**src/rtl/pipe_ctrl_pkg.sv**
```systemverilog
// Shared types for the 5-stage pipeline hazard/stall controller.
package pipe_ctrl_pkg;

   typedef enum logic [1:0] {
      RUN  = 2'd0,
      WAIT = 2'd1,
      HALT = 2'd2
   } pipe_state_e;

   localparam int REG_AW_DEFAULT = 5;

   typedef struct packed {
      logic pc_en;
      logic if_id_en;
      logic if_id_flush;
      logic id_ex_en;
      logic id_ex_flush;
      logic ex_mem_en;
      logic mem_wb_flush;
   } ctrl_t;

   localparam ctrl_t CTRL_OFF      = 7'b0000000;
   localparam ctrl_t CTRL_RUN      = 7'b1101010;
   localparam ctrl_t CTRL_LOAD_USE = 7'b0001110;
   localparam ctrl_t CTRL_REDIRECT = 7'b1111110;
   localparam ctrl_t CTRL_FREEZE   = 7'b0000001;

endpackage

```
**src/rtl/hazard_detect.sv**
```systemverilog
// Load-use hazard compare between the load in EX and the source registers of the ID instruction.
module hazard_detect
   import pipe_ctrl_pkg::*;
#(
   parameter int REG_AW = REG_AW_DEFAULT
) (
   input  logic [REG_AW-1:0] rs1_addr_i,
   input  logic [REG_AW-1:0] rs2_addr_i,
   input  logic              rs1_used_i,
   input  logic              rs2_used_i,
   input  logic [REG_AW-1:0] ex_rd_addr_i,
   input  logic              ex_load_i,
   output logic              load_use_o
);

   logic rs1Match;
   logic rs2Match;

   // x0 never carries a real dependency, so a load targeting it never stalls
   assign rs1Match   = rs1_used_i && (rs1_addr_i == ex_rd_addr_i);
   assign rs2Match   = rs2_used_i && (rs2_addr_i == ex_rd_addr_i);
   assign load_use_o = ex_load_i && (ex_rd_addr_i != '0) && (rs1Match || rs2Match);

endmodule

```
**src/rtl/pipeline_ctrl.sv**
```systemverilog
// Hazard/stall controller: load-use stalls, EX redirects, data-memory freeze with timeout,
// plus stall and flush event counters.
module pipeline_ctrl
   import pipe_ctrl_pkg::*;
#(
   parameter int DATA_WIDTH  = 32,
   parameter int REG_AW      = REG_AW_DEFAULT,
   parameter int MEM_TIMEOUT = 16
) (
   input  logic                  clk_i,
   input  logic                  rst_ni,
   input  logic [REG_AW-1:0]     id_rs1_addr_i,
   input  logic [REG_AW-1:0]     id_rs2_addr_i,
   input  logic                  id_rs1_used_i,
   input  logic                  id_rs2_used_i,
   input  logic [REG_AW-1:0]     ex_rd_addr_i,
   input  logic                  ex_load_i,
   input  logic                  ex_redirect_i,
   input  logic                  mem_req_i,
   input  logic                  mem_ready_i,
   output logic                  pc_en_o,
   output logic                  if_id_en_o,
   output logic                  if_id_flush_o,
   output logic                  id_ex_en_o,
   output logic                  id_ex_flush_o,
   output logic                  ex_mem_en_o,
   output logic                  mem_wb_flush_o,
   output logic                  halt_o,
   output logic [DATA_WIDTH-1:0] stall_cnt_o,
   output logic [DATA_WIDTH-1:0] flush_cnt_o
);

   localparam int WCW = $clog2(MEM_TIMEOUT + 1);

   pipe_state_e           state_q;
   logic [WCW-1:0]        wait_cnt_q;
   logic [DATA_WIDTH-1:0] stall_cnt_q, stall_cnt_d;
   logic [DATA_WIDTH-1:0] flush_cnt_q, flush_cnt_d;
   logic                  loadUse;
   logic                  frozen;
   ctrl_t                 ctrl;

   hazard_detect #(
      .REG_AW(REG_AW)
   ) u_hazard_detect (
      .rs1_addr_i  (id_rs1_addr_i),
      .rs2_addr_i  (id_rs2_addr_i),
      .rs1_used_i  (id_rs1_used_i),
      .rs2_used_i  (id_rs2_used_i),
      .ex_rd_addr_i(ex_rd_addr_i),
      .ex_load_i   (ex_load_i),
      .load_use_o  (loadUse)
   );

   // Once waiting, the outstanding access keeps the pipe frozen until the memory answers
   assign frozen = (state_q == WAIT) ? !mem_ready_i
                                     : ((state_q == RUN) && mem_req_i && !mem_ready_i);

   always_comb begin
      ctrl = CTRL_OFF;
      if (!rst_ni || (state_q == HALT)) begin
         ctrl = CTRL_OFF;
      end else if (frozen) begin
         ctrl = CTRL_FREEZE;
      end else if (ex_redirect_i) begin
         ctrl = CTRL_REDIRECT;
      end else if (loadUse) begin
         ctrl = CTRL_LOAD_USE;
      end else begin
         ctrl = CTRL_RUN;
      end
   end

   assign pc_en_o        = ctrl.pc_en;
   assign if_id_en_o     = ctrl.if_id_en;
   assign if_id_flush_o  = ctrl.if_id_flush;
   assign id_ex_en_o     = ctrl.id_ex_en;
   assign id_ex_flush_o  = ctrl.id_ex_flush;
   assign ex_mem_en_o    = ctrl.ex_mem_en;
   assign mem_wb_flush_o = ctrl.mem_wb_flush;
   assign halt_o         = (state_q == HALT);

   // wait_cnt_q holds the number of consecutive frozen cycles seen so far
   always_ff @(posedge clk_i or negedge rst_ni) begin
      if (!rst_ni) begin
         state_q    <= RUN;
         wait_cnt_q <= '0;
      end else begin
         case (state_q)
            RUN: begin
               if (frozen) begin
                  if (MEM_TIMEOUT <= 1) begin
                     state_q <= HALT;
                  end else begin
                     state_q    <= WAIT;
                     wait_cnt_q <= WCW'(1);
                  end
               end
            end
            WAIT: begin
               if (mem_ready_i) begin
                  state_q    <= RUN;
                  wait_cnt_q <= '0;
               end else if (wait_cnt_q >= WCW'(MEM_TIMEOUT - 1)) begin
                  state_q <= HALT;
               end else begin
                  wait_cnt_q <= wait_cnt_q + 1'b1;
               end
            end
            HALT: begin
               state_q <= HALT;
            end
            default: begin
               state_q    <= RUN;
               wait_cnt_q <= '0;
            end
         endcase
      end
   end

   always_comb begin
      stall_cnt_d = stall_cnt_q;
      flush_cnt_d = flush_cnt_q;
      if (!ctrl.pc_en) begin
         stall_cnt_d = stall_cnt_q + 1'b1;
      end
      if (ctrl.if_id_flush) begin
         flush_cnt_d = flush_cnt_q + 1'b1;
      end
   end

   always_ff @(posedge clk_i or negedge rst_ni) begin
      if (!rst_ni) begin
         stall_cnt_q <= '0;
         flush_cnt_q <= '0;
      end else begin
         stall_cnt_q <= stall_cnt_d;
         flush_cnt_q <= flush_cnt_d;
      end
   end

   assign stall_cnt_o = stall_cnt_q;
   assign flush_cnt_o = flush_cnt_q;

endmodule

```
**config.mk**
```make
export PLATFORM = sky130hd
export DESIGN_NAME = pipeline_ctrl
export DESIGN_NICKNAME = d
export VERILOG_FILES = /design/src/rtl/pipe_ctrl_pkg.sv /design/src/rtl/hazard_detect.sv /design/src/rtl/pipeline_ctrl.sv
export SDC_FILE = /design/constraint.sdc
export NUM_CORES = 1
export LEC_CHECK = 0
export ABC_AREA = 1
export CELL_PAD_IN_SITES_DETAIL_PLACEMENT = 1
export CELL_PAD_IN_SITES_GLOBAL_PLACEMENT = 1
export CORE_ASPECT_RATIO = 0.8
export CORE_MARGIN = 1.5
export CORE_UTILIZATION = 37
export CTS_BUF_LIST = sky130_fd_sc_hd__clkbuf_8
export CTS_CLUSTER_DIAMETER = 80
export DETAILED_ROUTE_END_ITERATION = 8
export GPL_TIMING_DRIVEN = 1
export PLACE_DENSITY_LB_ADDON = 0.1
export SYNTH_ARGS = -nofsm -noshare
export SYNTH_HDL_FRONTEND = slang
export SYNTH_SLANG_ARGS = --single-unit
```
**constraint.sdc**
```tcl
create_clock -name clk_i -period 1.85 [get_ports clk_i]
set_input_delay 0.37 -clock clk_i [delete_from_list [all_inputs] [get_ports clk_i]]
set_output_delay 0.37 -clock clk_i [all_outputs]
set_load 0.05 [all_outputs]
```
Word-level counts from Yosys, hierarchy flattened
Index checks and enable logic that the tools add are counted.

storage, ports and cells
  output and inout bits = 72
  register bits after elaboration = 71
  logic and storage cells = 43

cells by class
  bitwise logic cells = 1
  add/sub/neg operators = 3
  equality and inequality tests = 7
  order comparisons = 1
  multiplexer cells = 13
  reduce and logical (&&, ||, !) cells = 14

operators by type and width
  kind                     count
  $add A32 B1 Y32 const B  2
  $mux W7                  4
  $mux W5                  3
  $pmux W5 S3              1
  $eq A5 B5 Y1             2
  $logic_and A1 B1 Y1      6
  $mux W2                  3
  $pmux W2 S3              1
  $add A5 B1 Y5 const B    1
  $ge A5 B4 Y1 const B     1
  $reduce_bool A5 Y1       1
  $ne A3 B2 Y1 const B     1
  $ne A3 B3 Y1 const B     1
  $reduce_and A3 Y1        1
  $eq A2 B1 Y1 const B     1
  $eq A2 B2 Y1 const B     1
  $logic_not A1 Y1         2
  $logic_not A2 Y1         1
  $logic_or A1 B1 Y1       2
  $ne A2 B2 Y1 const B     1
  $reduce_and A2 Y1        1
  $mux W1                  1
  $not A1 Y1               1

Logic depth before layout (Yosys ltp)
Gate-level depths: netlist of run 1.

  word-level depth = 8
  depth in mapped cells = 12
  gate-level depth less buffers = 11

Modules after synthesis
A second synthesis of run 1 with hierarchy kept.

second synthesis, totals
  cell total of the unflattened synthesis = 662
  area, all modules = 4523.1 um^2

modules (own cells, without submodules)
  module         cells an instance  area an instance (um^2)  instances
  pipeline_ctrl  607                4306.6                   1
  hazard_detect  55                 216.5                    1

Least setup slack after synthesis of run 1
OpenSTA, ideal clock, no wires.

  path kind = register to output
  from = register state_q[0]
  to = output pc_en_o
  setup slack = -0.352 ns
  data arrival time = 1.832 ns
  path buffers = 2
  stages on the path, launching flop included = 8
  cells stage by stage = dfrtp_1 > nor2_1 > nor2_2 > nor2_4 > nand2_4 > nand2_2 > buf_2 > buf_4

between the ends
  word-level cells in the longest chain between the ends = 6
  elaborated cells between the ends (all ways) = 9
  those cells by class = eq/ne (2); mux (3); reduce/logical (4)

RTL lines
  item                               RTL line             source
  from (decl)                        pipeline_ctrl.sv:35  pipe_state_e state_q;
  from (signal assigned)             pipeline_ctrl.sv:86  state_q <= RUN;
  from (signal assigned)             pipeline_ctrl.sv:93  state_q <= HALT;
  from (signal assigned)             pipeline_ctrl.sv:95  state_q <= WAIT;
  $logic_not A2 Y1                   pipeline_ctrl.sv:57  : ((state_q == RUN) && mem_req_i && !mem_ready_i);
  $logic_and A1 B1 Y1 (2 in series)  pipeline_ctrl.sv:57
  $mux W1                            pipeline_ctrl.sv:56  assign frozen = (state_q == WAIT) ? !mem_ready_i
  $mux W7                            pipeline_ctrl.sv:63  end else if (frozen) begin
  $mux W7 *                          pipeline_ctrl.sv:61  if (!rst_ni || (state_q == HALT)) begin
  to (decl)                          pipeline_ctrl.sv:21  output logic pc_en_o,

Mark *: on every way between the ends. The rest lies on a longest branch, timed or not.

Worst setup path in the final report of run 1
  from = register state_q[0]
  to = output id_ex_flush_o

between the ends
  word-level cells in the longest chain between the ends = 6
  elaborated cells between the ends (all ways) = 9
  those cells by class = eq/ne (2); mux (3); reduce/logical (4)

RTL lines
  item                               RTL line             source
  $logic_not A2 Y1                   pipeline_ctrl.sv:57
  $logic_and A1 B1 Y1 (2 in series)  pipeline_ctrl.sv:57
  $mux W1                            pipeline_ctrl.sv:56
  $mux W7                            pipeline_ctrl.sv:63
  $mux W7 *                          pipeline_ctrl.sv:61
  to (decl)                          pipeline_ctrl.sv:25  output logic id_ex_flush_o,

Marks and branches as above.

==> flow_summary.json, run 1 <==
{
  "status": "complete, but fails checks",
  "violations": "negative setup slack",
  "fp.dieH_um": 104,
  "drive_gt1_share_pct": 22.6,
  "fin_setup_tns_ps": -673,
  "clk_pin_slew_worst_paths_ps": 80,
  "post-route-min-period_ps": 2020,
  "hold_buffers": 0,
  "cap_violations": 0,
  "ys_seq_elements": 71,
  "drcViolationCount": 0,
  "wl_um": 16700,
  "hold_path.class": "input port to asynchronous set/reset pin",
  "num-nets-final": 885,
  "syn_area_um2": 4690,
  "antenna_found_initial": 0,
  "endpoint_kind": "output pin",
  "first_pass_iters": 4,
  "cts_buffer_depth": 2,
  "crit_fanout": 4,
  "core_um2": 12300,
  "viasPerCell": 5.00,
  "clockRootBuffer": "clkbuf_8",
  "hold_viol_final": 0,
  "cts.htree.levels": 3,
  "drtIter0Drc": 297,
  "cp.arrival_ps": 1650,
  "synthXorXnorAreaFrac_pct": 6.35,
  "async_flop_share_pct": 100,
  "rows": 36,
  "synth_top_area_share_pct": 37.9,
  "synth_most_common_cell": "nand2_1",
  "timing.fmax_ghz": 0.495,
  "tightest_slew_ps": 421,
  "seqCellArea_um2": 1780,
  "rsz0062_at_grt": "yes",
  "portBuffers": 94,
  "synth_edf_count": 0,
  "area_delta_synth_final_pct": 38.1,
  "gp_congestion": 0.873,
  "finClkSkew_ps": 15.3,
  "ys.warnings.count": 0,
  "syn_nets": 742,
  "power.density_nw_per_um2": 465,
  "worstSetupStartpointType": "flop",
  "r2r-end": "wait_cnt_q[2]",
  "die_x_um": 129,
  "cts_tree": "yes",
  "finalSetupViolations": 7,
  "dieArea_um2": 13400,
  "muxShareOfSynthArea_pct": 0,
  "multi_input_area_um2": 2770,
  "worstSetupPathType": "flop to output pin",
  "netlist_instances": 715,
  "slew_headroom_pct": 71.9,
  "synth_top_area_cell": "dfrtp_1",
  "hpwl_um": 12000,
  "clock-sinks": 71,
  "grt_pass1_vias": 5320,
  "synth.top_cells.by_area": "dfrtp_1 (38%), nand2_1 (24%), nor2_1 (8.0%)",
  "start_util_pct": 38.3,
  "grt_pass1_wl_um": 26800,
  "synth_top_family_by_area": "simple AND/OR/NAND/NOR gates",
  "reg2reg_depth": 11,
  "regToRegSetupSlack_ps": 50,
  "hold_ws_ps": 57.9,
  "drt-wirelength-per-cell_um": 16.1,
  "ys_seq_area_share_pct": 37.9,
  "antenna_cells": 0,
  "max-vdd-ir-drop_mv": 0.616,
  "clock_latency_ps": 370,
  "grtUsageTotal_pct": 25.5,
  "ys_top_cells_by_count": "nand2_1 (302), nor2_1 (100), dfrtp_1 (71)",
  "finalCritPeriodShare_pct": 109,
  "grt_max_degree": 72,
  "leakage_nw": 3.30,
  "syn_avg_cell_area_um2": 6.56,
  "report.final.slew_viol_count": 0,
  "synth_simple_gate_area_share_pct": 46.1,
  "num_vias": 5168,
  "numCtsBuffers": 9,
  "synth_fa_ha_area_share_pct": 1.07,
  "grt-ovfl-total": 0,
  "synthFlopType": "dfrtp_1",
  "fin_ws_ps": -168,
  "fillers": 1639,
  "ys_types": 27,
  "final_antenna_net_count": 0,
  "synth_compound_area_share_pct": 2.16,
  "worstPathRequired_ps": 1480,
  "r2r_start": "wait_cnt_q[0]",
  "ios": 95
}
==> worst max-delay path, stage by stage (launching register included) <==
cell	delay, ps
dfrtp_1	460
inv_2	90
nand2_4	80
nand2_4	60
nor2_4	140
nand2_4	110
buf_6	130
nand2_4	60
buf_12	130
==> power breakdown <==
group / internal [W] / switching [W] / total [W]
clock network: 0.000694 / 0.000646 / 0.00134
logic: 0.0000484 / 0.0000758 / 0.000124
registers: 0.00155 / 0 / 0.00155
==> cell usage in the layout, fill, tap and decap left out, types with 2 or more instances in the layout <==
master / Yosys / routed
nand2_1: 302 / 295
buf_4: 2 / 112
nor2_1: 100 / 91
dfrtp_1: 71 / 66
nand3_1: 57 / 55
inv_1: 59 / 53
xor2_1: 27 / 27
nand3b_1: 16 / 16
dlygate4sd2_1: 0 / 15
nor2_4: 4 / 12
o21ai_0: 12 / 11
clkbuf_8: 0 / 11
buf_12: 0 / 10
nand4_1: 8 / 8
nor3_1: 11 / 8
nand2_4: 1 / 7
xnor2_1: 7 / 7
inv_2: 2 / 6
nand2_2: 5 / 6
nor2_2: 5 / 6
nor3_2: 2 / 5
dfrtp_2: 0 / 5
o21ai_1: 2 / 3
clkdlybuf4s50_1: 0 / 3
inv_4: 0 / 2
a21oi_1: 2 / 2
nand3_2: 0 / 2
ha_1: 4 / 2
clkinv_2: 0 / 2
dlymetal6s2s_1: 0 / 2
buf_6: 0 / 2
==> sequential cells by signal, summed over array words and instances, names as in the netlist <==
signal and flops:
state_q 2, wait_cnt_q 5, stall_cnt_o 32, flush_cnt_o 32
==> worst max path at each step <==
| stage | startpoint | to | slack [ps] | cells past startpoint |
|---|---|---|---|---|
| after global routing | state_q[0] | id_ex_flush_o | -240 | 8 |
| after global placement | ex_rd_addr_i[1] | pc_en_o | -270 | 11 |
| after floorplan | state_q[0] | pc_en_o | -70 | 7 |
| after detailed placement | ex_rd_addr_i[1] | stall_cnt_o[0] | -330 | 12 |
| after CTS | state_q[0] | id_ex_flush_o | -120 | 8 |
| final | state_q[0] | id_ex_flush_o | -170 | 8 |
==> final cells by class <==
| type | instances | share of cell area (%) |
|---|---|---|
| multi-input combinational | 569 | 42.7 |
| sequential | 71 | 27.5 |
| timing repair buffer | 146 | 19.7 |
| inverter | 61 | 3.61 |
| tap | 171 | 3.30 |
| clock buffer | 11 | 2.34 |
| clock inverter | 5 | 0.869 |
==> per-stage QoR <==
stage	instances	cell area [um2]	total power, W	setup WS, ps	utilization (%)
6_report	1034	6480	0.00301	-168	52.9
5_1_grt	1034	6480	0.00314	-239	52.9
4_1_cts	1027	6310	0.00306	-124	51.5
3_5_place_dp	997	5970	0.00171	-328	48.7
3_3_place_gp	997	5970	0.00171	-273	48.7
2_1_floorplan	715	4730	0.00161	-72.2	-
==> timing repair <==
action / in CTS / in global routing
pin swaps: 14 / 13
setup endpoints to repair: 14 / 49
resized for setup: 35 / 35
buffers inserted: 15 / 9
hold endpoints to repair: 0 / 0
==> metal layers <==
metal | routed length, um | part of all wire (%) | up-vias | GRT usage (%)
met5 | 0 | 0 | - | 0
met4 | 218 | 1.3 | 0 | 6.66
met3 | 759 | 4.6 | 18 | 6.20
met2 | 7600 | 46 | 95 | 39.1
met1 | 8100 | 49 | 2551 | 35.8
li1 | - | - | 2504 | -
==> logic make-up (layout without fill, tap and decap cells) <==
kind of cell | Yosys count | in the layout
AOI/OAI and AO/OA | 19 | 19
xor gates and xnor gates | 34 | 34
adders and majority gates | 4 | 4
buffers and inverters | 75 | 223
and+or+nand+nor | 512 | 512
DFF | 71 | 71
No activity file was read; power rests on OpenSTA's default activity.
==> inputs of run 2 (changes only) <==
--- a/config.mk
+++ b/config.mk
@@ -10,7 +10,7 @@
 export CELL_PAD_IN_SITES_GLOBAL_PLACEMENT = 1
 export CORE_ASPECT_RATIO = 0.8
 export CORE_MARGIN = 1.5
-export CORE_UTILIZATION = 37
+export CORE_UTILIZATION = 34
 export CTS_BUF_LIST = sky130_fd_sc_hd__clkbuf_8
 export CTS_CLUSTER_DIAMETER = 80
 export DETAILED_ROUTE_END_ITERATION = 8
==> constraint.sdc (replaced) <==
create_clock -name clk_i -period 1.8 [get_ports clk_i]
set_input_delay 0.36 -clock clk_i [delete_from_list [all_inputs] [get_ports clk_i]]
set_output_delay 0.36 -clock clk_i [all_outputs]
set_load 0.05 [all_outputs]
==> flow_summary.json, run 2 (synthesis results as in run 1) <==
{
  "cts.htree.levels": 3,
  "num-nets-final": 877,
  "num_vias": 5032,
  "status": "complete, but fails checks",
  "multi_input_area_um2": 2700,
  "grt-ovfl-total": 0,
  "grt_max_degree": 72,
  "numCtsBuffers": 9,
  "drive_gt1_share_pct": 20.4,
  "cp.arrival_ps": 1600,
  "worstSetupStartpointType": "input port",
  "leakage_nw": 3.22,
  "timing.fmax_ghz": 0.511,
  "drt-wirelength-per-cell_um": 15.2,
  "post-route-min-period_ps": 1960,
  "ios": 95,
  "fin_setup_tns_ps": -879,
  "start_util_pct": 34.7,
  "seqCellArea_um2": 1780,
  "power.density_nw_per_um2": 463,
  "finClkSkew_ps": 8.67,
  "report.final.slew_viol_count": 0,
  "area_delta_synth_final_pct": 34.5,
  "wl_um": 15800,
  "hold_viol_final": 0,
  "drcViolationCount": 0,
  "fillers": 1811,
  "drtIter0Drc": 213,
  "portBuffers": 94,
  "finalCritPeriodShare_pct": 109,
  "hold_buffers": 0,
  "grt_pass1_wl_um": 26100,
  "place_ws_ps": -431,
  "die_x_um": 134,
  "hpwl_um": 12400,
  "rows": 38,
  "placed_cells": 1014,
  "worstPathRequired_ps": 1440,
  "grtUsageTotal_pct": 22.9,
  "tightest_slew_ps": 456,
  "cts_tree": "yes",
  "worstSetupPathType": "input port to output pin",
  "final_antenna_net_count": 0,
  "grt_pass1_vias": 5193,
  "core_um2": 13500,
  "max-vdd-ir-drop_mv": 0.319,
  "violations": "negative setup slack",
  "cap_violations": 0,
  "fin_ws_ps": -159,
  "antenna_found_initial": 0,
  "fp.dieH_um": 108,
  "viasPerCell": 4.86,
  "first_pass_iters": 4,
  "clock-sinks": 71,
  "clockRootBuffer": "clkbuf_8",
  "crit_fanout": 3,
  "dieArea_um2": 14500,
  "finalSetupViolations": 7,
  "gp_congestion": 0.875,
  "hold_path.class": "input port to asynchronous set/reset pin",
  "slew_headroom_pct": 69.4,
  "clk_pin_slew_worst_paths_ps": 70,
  "antenna_cells": 0,
  "endpoint_kind": "output pin",
  "final_cells": 1035,
  "layout_commonest_cell": "nand2_1",
  "layout_common_cells": "nand2_1 (296), buf_4 (105), nor2_1 (93)",
  "clock_latency_ps": 360,
  "rsz0062_at_grt": "yes",
  "cts_buffer_depth": 2
}
## run 2: final timing paths
path / start / cells after the start / slack (ps) / to
hold / removal: rst_ni / 2 / 50 / stall_cnt_o[22]
max in group asynchronous: rst_ni / 2 / 1360 / flush_cnt_o[1]
min in group clk_i: flush_cnt_o[4] / 1 / 520 / flush_cnt_o[4]
setup reg to reg: wait_cnt_q[1] / 11 / 120 / wait_cnt_q[2]
hold reg to reg: flush_cnt_o[4] / 1 / 520 / flush_cnt_o[4]
setup / recovery: mem_req_i / 8 / -160 / if_id_en_o
## run 2: worst max-delay path, stage by stage
cell and delay, ps:
clkdlybuf4s50_1 440, nor2_2 160, nor2_4 60, nor2_4 140, buf_6 130, nand2_4 60, nand2_8 100, buf_12 140
## run 2: area by class of cell
| cell class | instances | area share, % |
|---|---|---|
| Multi-Input combinational cell | 569 | 42.7 |
| Sequential cell | 71 | 28.2 |
| Timing Repair Buffer | 138 | 19.0 |
| Inverter | 61 | 3.67 |
| Tap cell | 180 | 3.57 |
| Clock buffer | 11 | 2.40 |
| Clock inverter | 5 | 0.396 |
## run 2: stage by stage
stage | hold slack (ps) | instance area, um2 | utilization [%] | power [W]
final | 54.6 | 6310 | 46.7 | 0.00292
after global routing | 47.5 | 6310 | 46.7 | 0.00306
after CTS | 77.3 | 6260 | 46.4 | 0.00299
after detailed placement | 486 | 6030 | 44.7 | 0.00177
after global placement | 479 | 6030 | 44.7 | 0.00176
after floorplan | 64.4 | 4750 | - | 0.00166
## run 2: power by group
group	leakage [nW]	internal, W	total, W	switching (W)
Sequential	0.865	0.00159	0.00159	0
Clock	0.0977	0.000562	0.00120	0.000641
Combinational	2.25	0.0000506	0.000129	0.0000783
Total	3.22	0.00221	0.00292	0.000719
## run 2: timing repair
action / CTS / global route
resized for setup: 30 / 14
pin swaps: 10 / 9
buffers inserted: 3 / 2
endpoints found under the setup margin: 16 / 40
## run 2: routing by layer
| metal | vias to the layer above | global-route usage (%) | share of wire (%) |
|---|---|---|---|
| li1 | 2494 | - | - |
| met1 | 2424 | 32.1 | 50 |
| met2 | 103 | 35.9 | 43 |
| met3 | 11 | 5.20 | 5.6 |
| met4 | 0 | 5.30 | 0.89 |
| met5 | - | 0 | 0 |
